**src/rtl/regs_wb.sv**
```systemverilog
// Writeback sequencer: merges ALU and load results into an in-order FIFO and
// drains one entry per cycle onto the register file write port, with forwarding.
module regs_wb #(
    parameter int W     = 32,
    parameter int DEPTH = 4
) (
    input  logic         clk,
    input  logic         rstn,
    input  logic         alu_valid,
    output logic         alu_ready,
    input  logic [4:0]   alu_rd,
    input  logic [W-1:0] alu_val,
    input  logic         ld_valid,
    output logic         ld_ready,
    input  logic [4:0]   ld_rd,
    input  logic [W-1:0] ld_val,
    output logic         wen,
    output logic [4:0]   rd,
    output logic [W-1:0] rd_val,
    input  logic [4:0]   q_rs1,
    input  logic [4:0]   q_rs2,
    output logic         fwd1_hit,
    output logic [W-1:0] fwd1_val,
    output logic         fwd2_hit,
    output logic [W-1:0] fwd2_val,
    output logic         pending,
    output logic         empty
);
    localparam int AW = $clog2(DEPTH);
    localparam int CW = AW + 1;

    logic [4:0]    ent_rd  [DEPTH];
    logic [W-1:0]  ent_val [DEPTH];
    logic [AW-1:0] rd_ptr;
    logic [AW-1:0] wr_ptr;
    logic [AW-1:0] alu_slot;
    logic [CW-1:0] count;
    logic [CW-1:0] free;
    logic          ld_push;
    logic          alu_push;
    logic          pop;

    // Readiness only looks at the registered count; the load unit owns the last slot.
    assign free      = CW'(DEPTH) - count;
    assign ld_ready  = free >= CW'(1);
    assign alu_ready = (free >= CW'(2)) || ((free == CW'(1)) && !ld_valid);

    assign ld_push  = ld_valid && ld_ready && (ld_rd != 5'd0);
    assign alu_push = alu_valid && alu_ready && (alu_rd != 5'd0);
    assign pop      = count != '0;
    assign alu_slot = ld_push ? wr_ptr + AW'(1) : wr_ptr;

    always_ff @(posedge clk) begin
        if (ld_push) begin
            ent_rd[wr_ptr]  <= ld_rd;
            ent_val[wr_ptr] <= ld_val;
        end
        if (alu_push) begin
            ent_rd[alu_slot]  <= alu_rd;
            ent_val[alu_slot] <= alu_val;
        end
    end

    always_ff @(posedge clk) begin
        if (!rstn) begin
            count  <= '0;
            rd_ptr <= '0;
            wr_ptr <= '0;
            wen    <= 1'b0;
            rd     <= 5'd0;
            rd_val <= '0;
        end else begin
            wr_ptr <= wr_ptr + AW'(ld_push) + AW'(alu_push);
            count  <= count + CW'(ld_push) + CW'(alu_push) - CW'(pop);
            if (pop) begin
                wen    <= 1'b1;
                rd     <= ent_rd[rd_ptr];
                rd_val <= ent_val[rd_ptr];
                rd_ptr <= rd_ptr + AW'(1);
            end else begin
                wen <= 1'b0;
            end
        end
    end

    // Later matches overwrite earlier ones, so the newest pending write wins.
    function automatic logic [W:0] lookup(input logic [4:0] q);
        logic [W:0]    res;
        logic [AW-1:0] idx;
        res = '0;
        if (wen && (rd == q)) res = {1'b1, rd_val};
        for (int i = 0; i < DEPTH; i++) begin
            idx = rd_ptr + AW'(i);
            if ((CW'(i) < count) && (ent_rd[idx] == q)) res = {1'b1, ent_val[idx]};
        end
        if (q == 5'd0) res = '0;
        return res;
    endfunction

    always_comb begin
        {fwd1_hit, fwd1_val} = lookup(q_rs1);
        {fwd2_hit, fwd2_val} = lookup(q_rs2);
    end

    assign pending = (count != '0) || wen;
    assign empty   = !pending;

endmodule

```
**config.mk**
```make
export PLATFORM = sky130hd
export DESIGN_NAME = regs_wb
export DESIGN_NICKNAME = d
export VERILOG_FILES = /design/src/rtl/regs_wb.sv
export SDC_FILE = /design/constraint.sdc
export NUM_CORES = 1
export LEC_CHECK = 0
export CAP_MARGIN = 0
export CORE_AREA = 2 2 166 168
export DETAILED_ROUTE_END_ITERATION = 12
export DIE_AREA = 0 0 168 170
export PLACE_DENSITY = 0.8
export REMOVE_ABC_BUFFERS = 1
export SYNTH_ARGS = -nofsm -noshare
export SYNTH_HDL_FRONTEND = slang
export SYNTH_SLANG_ARGS = --single-unit
export TNS_END_PERCENT = 5
```
**constraint.sdc**
```tcl
create_clock -name clk -period 10.3 [get_ports clk]
set_input_delay 3.09 -clock clk [delete_from_list [all_inputs] [get_ports clk]]
set_output_delay 3.09 -clock clk [all_outputs]
set_load 0.03 [all_outputs]
```
=== Word level (Yosys, flattened, before mapping) ===
Memory sizes are Yosys's and may differ from the RTL's. A register that Yosys moved wholly into a read port is not among the register bits.
Cells that the tools add are included.

* Flip-flop bits (word level): 45
* Memory bits (writable): 148
* Input port bits: 88
* Logic and storage cells: 81
* Memories: 2

{| class="wikitable"
|+ Memory list
! name !! depth !! width !! rd ports !! clocked after Yosys merged registers in !! write ports !! line !! RTL
|-
| ent_val || 4 || 32 || 4 || 1 || 2 || 33 || <nowiki>logic [W-1:0] ent_val [DEPTH];</nowiki>
|-
| ent_rd || 4 || 5 || 4 || 1 || 2 || 32 || <nowiki>logic [4:0] ent_rd [DEPTH];</nowiki>
|}

* $add $sub $neg: 10
* $lt $le $gt $ge: 6
* Equal/unequal tests: 11
* Multiplexer cells: 22
* Reductions and logical operators: 24

{| class="wikitable"
|+ Operators by type and width
! kind !! count
|-
| 2-to-1 mux 33 bit || 12
|-
| equality test 5 bit || 10
|-
| logical AND 1 bit || 15
|-
| zero test 5 bit || 2
|-
| 2-to-1 mux 2 bit || 5
|-
| nonzero test 5 bit || 2
|-
| adder 3 x 1 -> 3 bit || 2
|-
| less-than comparator 1 x 3 -> 1 bit, first input constant || 2
|-
| less-than comparator 2 x 3 -> 1 bit, first input constant || 2
|-
| 2-to-1 mux 1 bit || 5
|-
| adder 2 x 1 -> 2 bit || 2
|-
| adder 2 x 1 -> 2 bit, second input constant || 2
|-
| adder 2 bit, second input constant || 2
|-
| equality test 3 x 1 -> 1 bit, second input constant || 1
|-
| greater-or-equal comparator 3 x 1 -> 1 bit, second input constant || 1
|-
| greater-or-equal comparator 3 x 2 -> 1 bit, second input constant || 1
|-
| nonzero test 3 bit || 1
|-
| subtractor 3 x 1 -> 3 bit || 1
|-
| subtractor 3 bit, first input constant || 1
|-
| zero test 1 bit || 2
|-
| logical OR 1 bit || 2
|}

=== Depth between registers and ports, before layout ===
* Depth after elaboration: 8
* Depth in mapped cells: 13
* Depth with buffers taken out: 12

=== Worst setup path after synthesis ===
OpenSTA, ideal clock, no wires.

* Path kind: input-to-output
* Start: input q_rs1[3]
* End: output fwd1_val[31]
* Arrival time: 5.384 ns
* Data required time: 7.210 ns
* Path slack: 1.826 ns
* Stages on the path: 8
* Buffers on the path: 2
* Cell sequence: clkbuf_1 a2bb2oi_1 mux2i_1 or4_1 buf_2 and2_1 nor2b_1 a211oi_1

* Word-level cells in the longest chain between the ends: 8
* Elaborated cells on any way between the ends: 17
* Those cells by class: eq/ne (5); mux (6); reduce/logical (6)

{| class="wikitable"
|+ RTL lines
! element !! line !! RTL
|-
| start, declared || 20 || <nowiki>input logic [4:0] q_rs1,</nowiki>
|-
| equality test 5 bit || 91 || <nowiki>if (wen && (rd == q)) res = {1'b1, rd_val};</nowiki>
|-
| logical AND 1 bit || 91 ||
|-
| 2-to-1 mux 33 bit || 91 ||
|-
| 2-to-1 mux 33 bit (4 in a row) || 94 || <nowiki>if ((CW'(i) < count) && (ent_rd[idx] == q)) res = {1'b1, ent_val[idx]};</nowiki>
|-
| 2-to-1 mux 33 bit (*) || 96 || <nowiki>if (q == 5'd0) res = '0;</nowiki>
|-
| end, declared || 23 || <nowiki>output logic [W-1:0] fwd1_val,</nowiki>
|}

Every way passes the cells marked *; elsewhere a longest branch is shown, timed or not.

=== Worst setup path in the final report ===
* Start: input q_rs2[3]
* End: output fwd2_val[15]

* Word-level cells in the longest chain between the ends: 8
* Elaborated cells on any way between the ends: 17
* Those cells by class: eq/ne (5); mux (6); reduce/logical (6)

{| class="wikitable"
|+ RTL lines
! element !! line !! RTL
|-
| start, declared || 21 || <nowiki>input logic [4:0] q_rs2,</nowiki>
|-
| equality test 5 bit || 91 ||
|-
| logical AND 1 bit || 91 ||
|-
| 2-to-1 mux 33 bit || 91 ||
|-
| 2-to-1 mux 33 bit (4 in a row) || 94 ||
|-
| 2-to-1 mux 33 bit (*) || 96 ||
|-
| end, declared || 25 || <nowiki>output logic [W-1:0] fwd2_val,</nowiki>
|}

Marked as above.

==> impl_metrics.yaml <==
yosys:
  synthesis.area_mm2: 0.0148
  synth_top_family_by_area: "multiplexers"
  synth.avg_cell_area_um2: 12.2
  async_reset_ff_frac: 0
  synthSimpleGateAreaFrac: 0.0727
  synth-xor-area-share: 0.0308
  synth_adder_area_share: 0.0133
  ys_seq_area_frac: 0.364
  ys_ff_latch: 195
  synth.distinct_cells: 49
  synth-edff-count: 148
  yosys_most_used_dff: "edfxtp_1"
  synthMuxAreaShare: 0.347
  synth-compound-area-share: 0.133
  syn_inst: 1212
  yosysWarnings: 0
setup_path:
  cp.buffers_inverters: 3
  path_delay_family: "buffers and inverters"
  cp_slowest_cell: "clkdlybuf4s50_1"
  end_kind: "output port"
  cp.depth: 9
  worstPathCellList: "clkdlybuf4s50_1, xor2_1, nor4_1, nand3_1, nor2_4, buf_4, a221oi_1, o31ai_1, clkdlybuf4s50_1"
  rr_worst_depth: 9
  crit_path_max_fanout: 22
  start_kind: "primary input"
  crit_path_frequent_cell: "clkdlybuf4s50_1"
  arrival_ps: 6710
  cp.required_ps: 7210
  critical_path_class: "in2out"
  slowest_delay_ps: 760
power:
  p_leak_nw: 5.67
  power.total_mw: 5.54
  powerDensity_mw_per_mm2: 315
  peakVddDrop_v: 0.000171
detailed_routing:
  met3_length_um: 5000
  wl_met2_um: 21600
  detail-route-antenna-nets: 0
  wl_per_cell_um: 26.6
  drt-met1-wl_um: 16300
  drt_wl_total_um: 45000
  vias_per_cell: 7.27
  drt_pass1_iterations: 6
  dr.first_iter.drc_count: 1695
  drc_errors: 0
  vias: 12300
  top_layer: "met5"
cells_and_area:
  final_nets: 1437
  mostFrequentLayoutCells: "clkdlybuf4s50_1 (189), mux4_2 (148), mux2_2 (148), edfxtp_1 (148), nand2_1 (93)"
  multi_input_area_mm2: 0.00897
  drive_gt1_frac: 0.293
  fill_cells: 1910
  syn2layout_area_growth_pct: 18.8
  regArea_mm2: 0.00540
  fin_cells: 1689
  fin_util: 0.660
  final_common_cell: "clkdlybuf4s50_1"
  antennaDiodeCount: 0
floorplan:
  die_h_um: 170
  start_util: 0.556
  die-width_um: 168
  pin_count: 196
  coreArea_mm2: 0.0267
  dieArea_mm2: 0.0286
  core.rowCount: 60
placement:
  hpwl_um: 28500
  place_inst: 1657
  port_buffers: 195
  gp_congestion: 0.893
  pre_cts_ws_ps: 643
clock_tree:
  clock_latency_ps: 450
  cts-resized-gates: 0
  clk_path_buf_depth: 2
  clk_pin_slew_ps: 70
  clock-root-buffer: "clkbuf_16"
  cts_hold_buf: 0
  htreeDepth: 4
  cts_setup_buffers: 0
  cts_buffers: 17
  tritoncts: "yes"
  cts.sink_count: 195
global_routing:
  grt_overflow: 0
  grt_pass1_wl_um: 68700
  grt_usage: 0.315
  antenna_found_initial: 2
  grt_pass1_vias: 12100
  grt_max_degree: 81
sta:
  finalCritPeriodShare: 0.952
  fin_ws_ps: 499
  slew_headroom: 0.172
  setup_viol: 0
  fin_hold_ws_ps: 526
  rsz0062_at_grt: "no"
  fmaxAchievable_mhz: 102
  finalClockSkew_ps: 13.8
  drv_slew: 0
  hold_viol_final: 0
  fin_crit_ps: 9800
  worst_pin_slew_ps: 1240
worst_hold_path:
  hold_depth: 2
  hp-class: "reg2reg"
run_status:
  outcome: "completed"
job:
  max-cap-violations: 0
per-layer routing:
metal | vias to the layer above | GRT usage
li1 | 5126 | -
met1 | 6056 | 0.401
met2 | 916 | 0.514
met3 | 180 | 0.0619
met4 | 2 | 0.171
met5 | - | 0
synthesized netlist by cell type, types with 2 or more instances:
master | count | area share
a211oi_1 | 4 | 0.0020
a21boi_0 | 37 | 0.019
a21oi_1 | 42 | 0.014
a221o_1 | 10 | 0.0068
a221oi_1 | 39 | 0.023
a221oi_2 | 5 | 0.0051
a22oi_1 | 45 | 0.023
a2bb2oi_1 | 2 | 0.0012
and2_1 | 8 | 0.0034
and3_1 | 12 | 0.0051
buf_1 | 17 | 0.0043
buf_2 | 26 | 0.0088
buf_4 | 4 | 0.0020
buf_6 | 3 | 0.0023
clkbuf_1 | 72 | 0.018
dfxtp_1 | 47 | 0.064
edfxtp_1 | 148 | 0.30
fa_1 | 3 | 0.0041
ha_1 | 11 | 0.0093
inv_1 | 13 | 0.0033
mux2_2 | 148 | 0.11
mux2i_1 | 14 | 0.0095
mux4_2 | 148 | 0.23
nand2_1 | 97 | 0.025
nand2b_1 | 4 | 0.0017
nand3_1 | 10 | 0.0034
nand4_1 | 3 | 0.0013
nor2_1 | 58 | 0.015
nor2b_1 | 5 | 0.0021
nor3_1 | 11 | 0.0037
nor4_1 | 4 | 0.0017
o211ai_1 | 15 | 0.0076
o21ai_0 | 26 | 0.0088
o22ai_1 | 9 | 0.0038
o311a_1 | 2 | 0.0014
o31ai_1 | 32 | 0.016
or2_2 | 2 | 0.00084
or3_1 | 14 | 0.0059
or4_1 | 2 | 0.0010
xnor2_1 | 26 | 0.015
xor2_1 | 26 | 0.015
registers in the layout, indices dropped and copies added, names as in the netlist, named ones only:
signal / count
rd_val: 32
rd_ptr: 2
ent_val: 128
ent_rd: 20
wr_ptr: 2
rd: 5
count: 3
wen: 1
metrics by stage:
stage          setup TNS [ps]  cell area (um2)
4_1_cts                     0            17600
2_1_floorplan           -7020            14300
6_report                    0            17600
3_5_place_dp                0            17000
3_3_place_gp                0            17000
5_1_grt                     0            17600
cells by family after synthesis:
| family | count (synthesis) |
|---|---|
| muxes | 310 |
| DFF | 195 |
| xor gates and xnor gates | 52 |
| AOI/OAI and AO/OA | 272 |
| adders and majority gates | 14 |
| buffers and inverters | 135 |
| and+or+nand+nor | 234 |
cell type report:
type / instances / share of cell area
inverter: 13 / 0.00277
clock inverter: 13 / 0.00675
clock buffer: 19 / 0.0252
multi-input combinational: 882 / 0.510
sequential: 195 / 0.307
timing repair buffer: 226 / 0.125
tap: 341 / 0.0242
report_power, final:
group          internal (mW)  total [mW]  switching [mW]
clock                  0.323       0.644           0.320
sequential              1.25        1.67           0.419
combinational           1.51        3.23            1.72
total                   3.09        5.54            2.46
worst reg2reg max path, cell delays in order (launching register included):
cell,delay (ps)
dfxtp_1,370
inv_1,120
ha_1,220
ha_2,320
nand4b_1,130
o311a_1,290
and3_1,280
o21ai_4,130
buf_4,570
nand2_2,890
worst paths after layout:
path | endpoint | startpoint | slack, ps
min | rd_val[3] | rd_val[3] | 530
max reg2reg | ent_val[3][22] | count[0] | 6420
max | fwd2_val[15] | q_rs2[3] | 500
min reg2reg | rd_val[3] | rd_val[3] | 530
(Power assumes the default switching activity.)
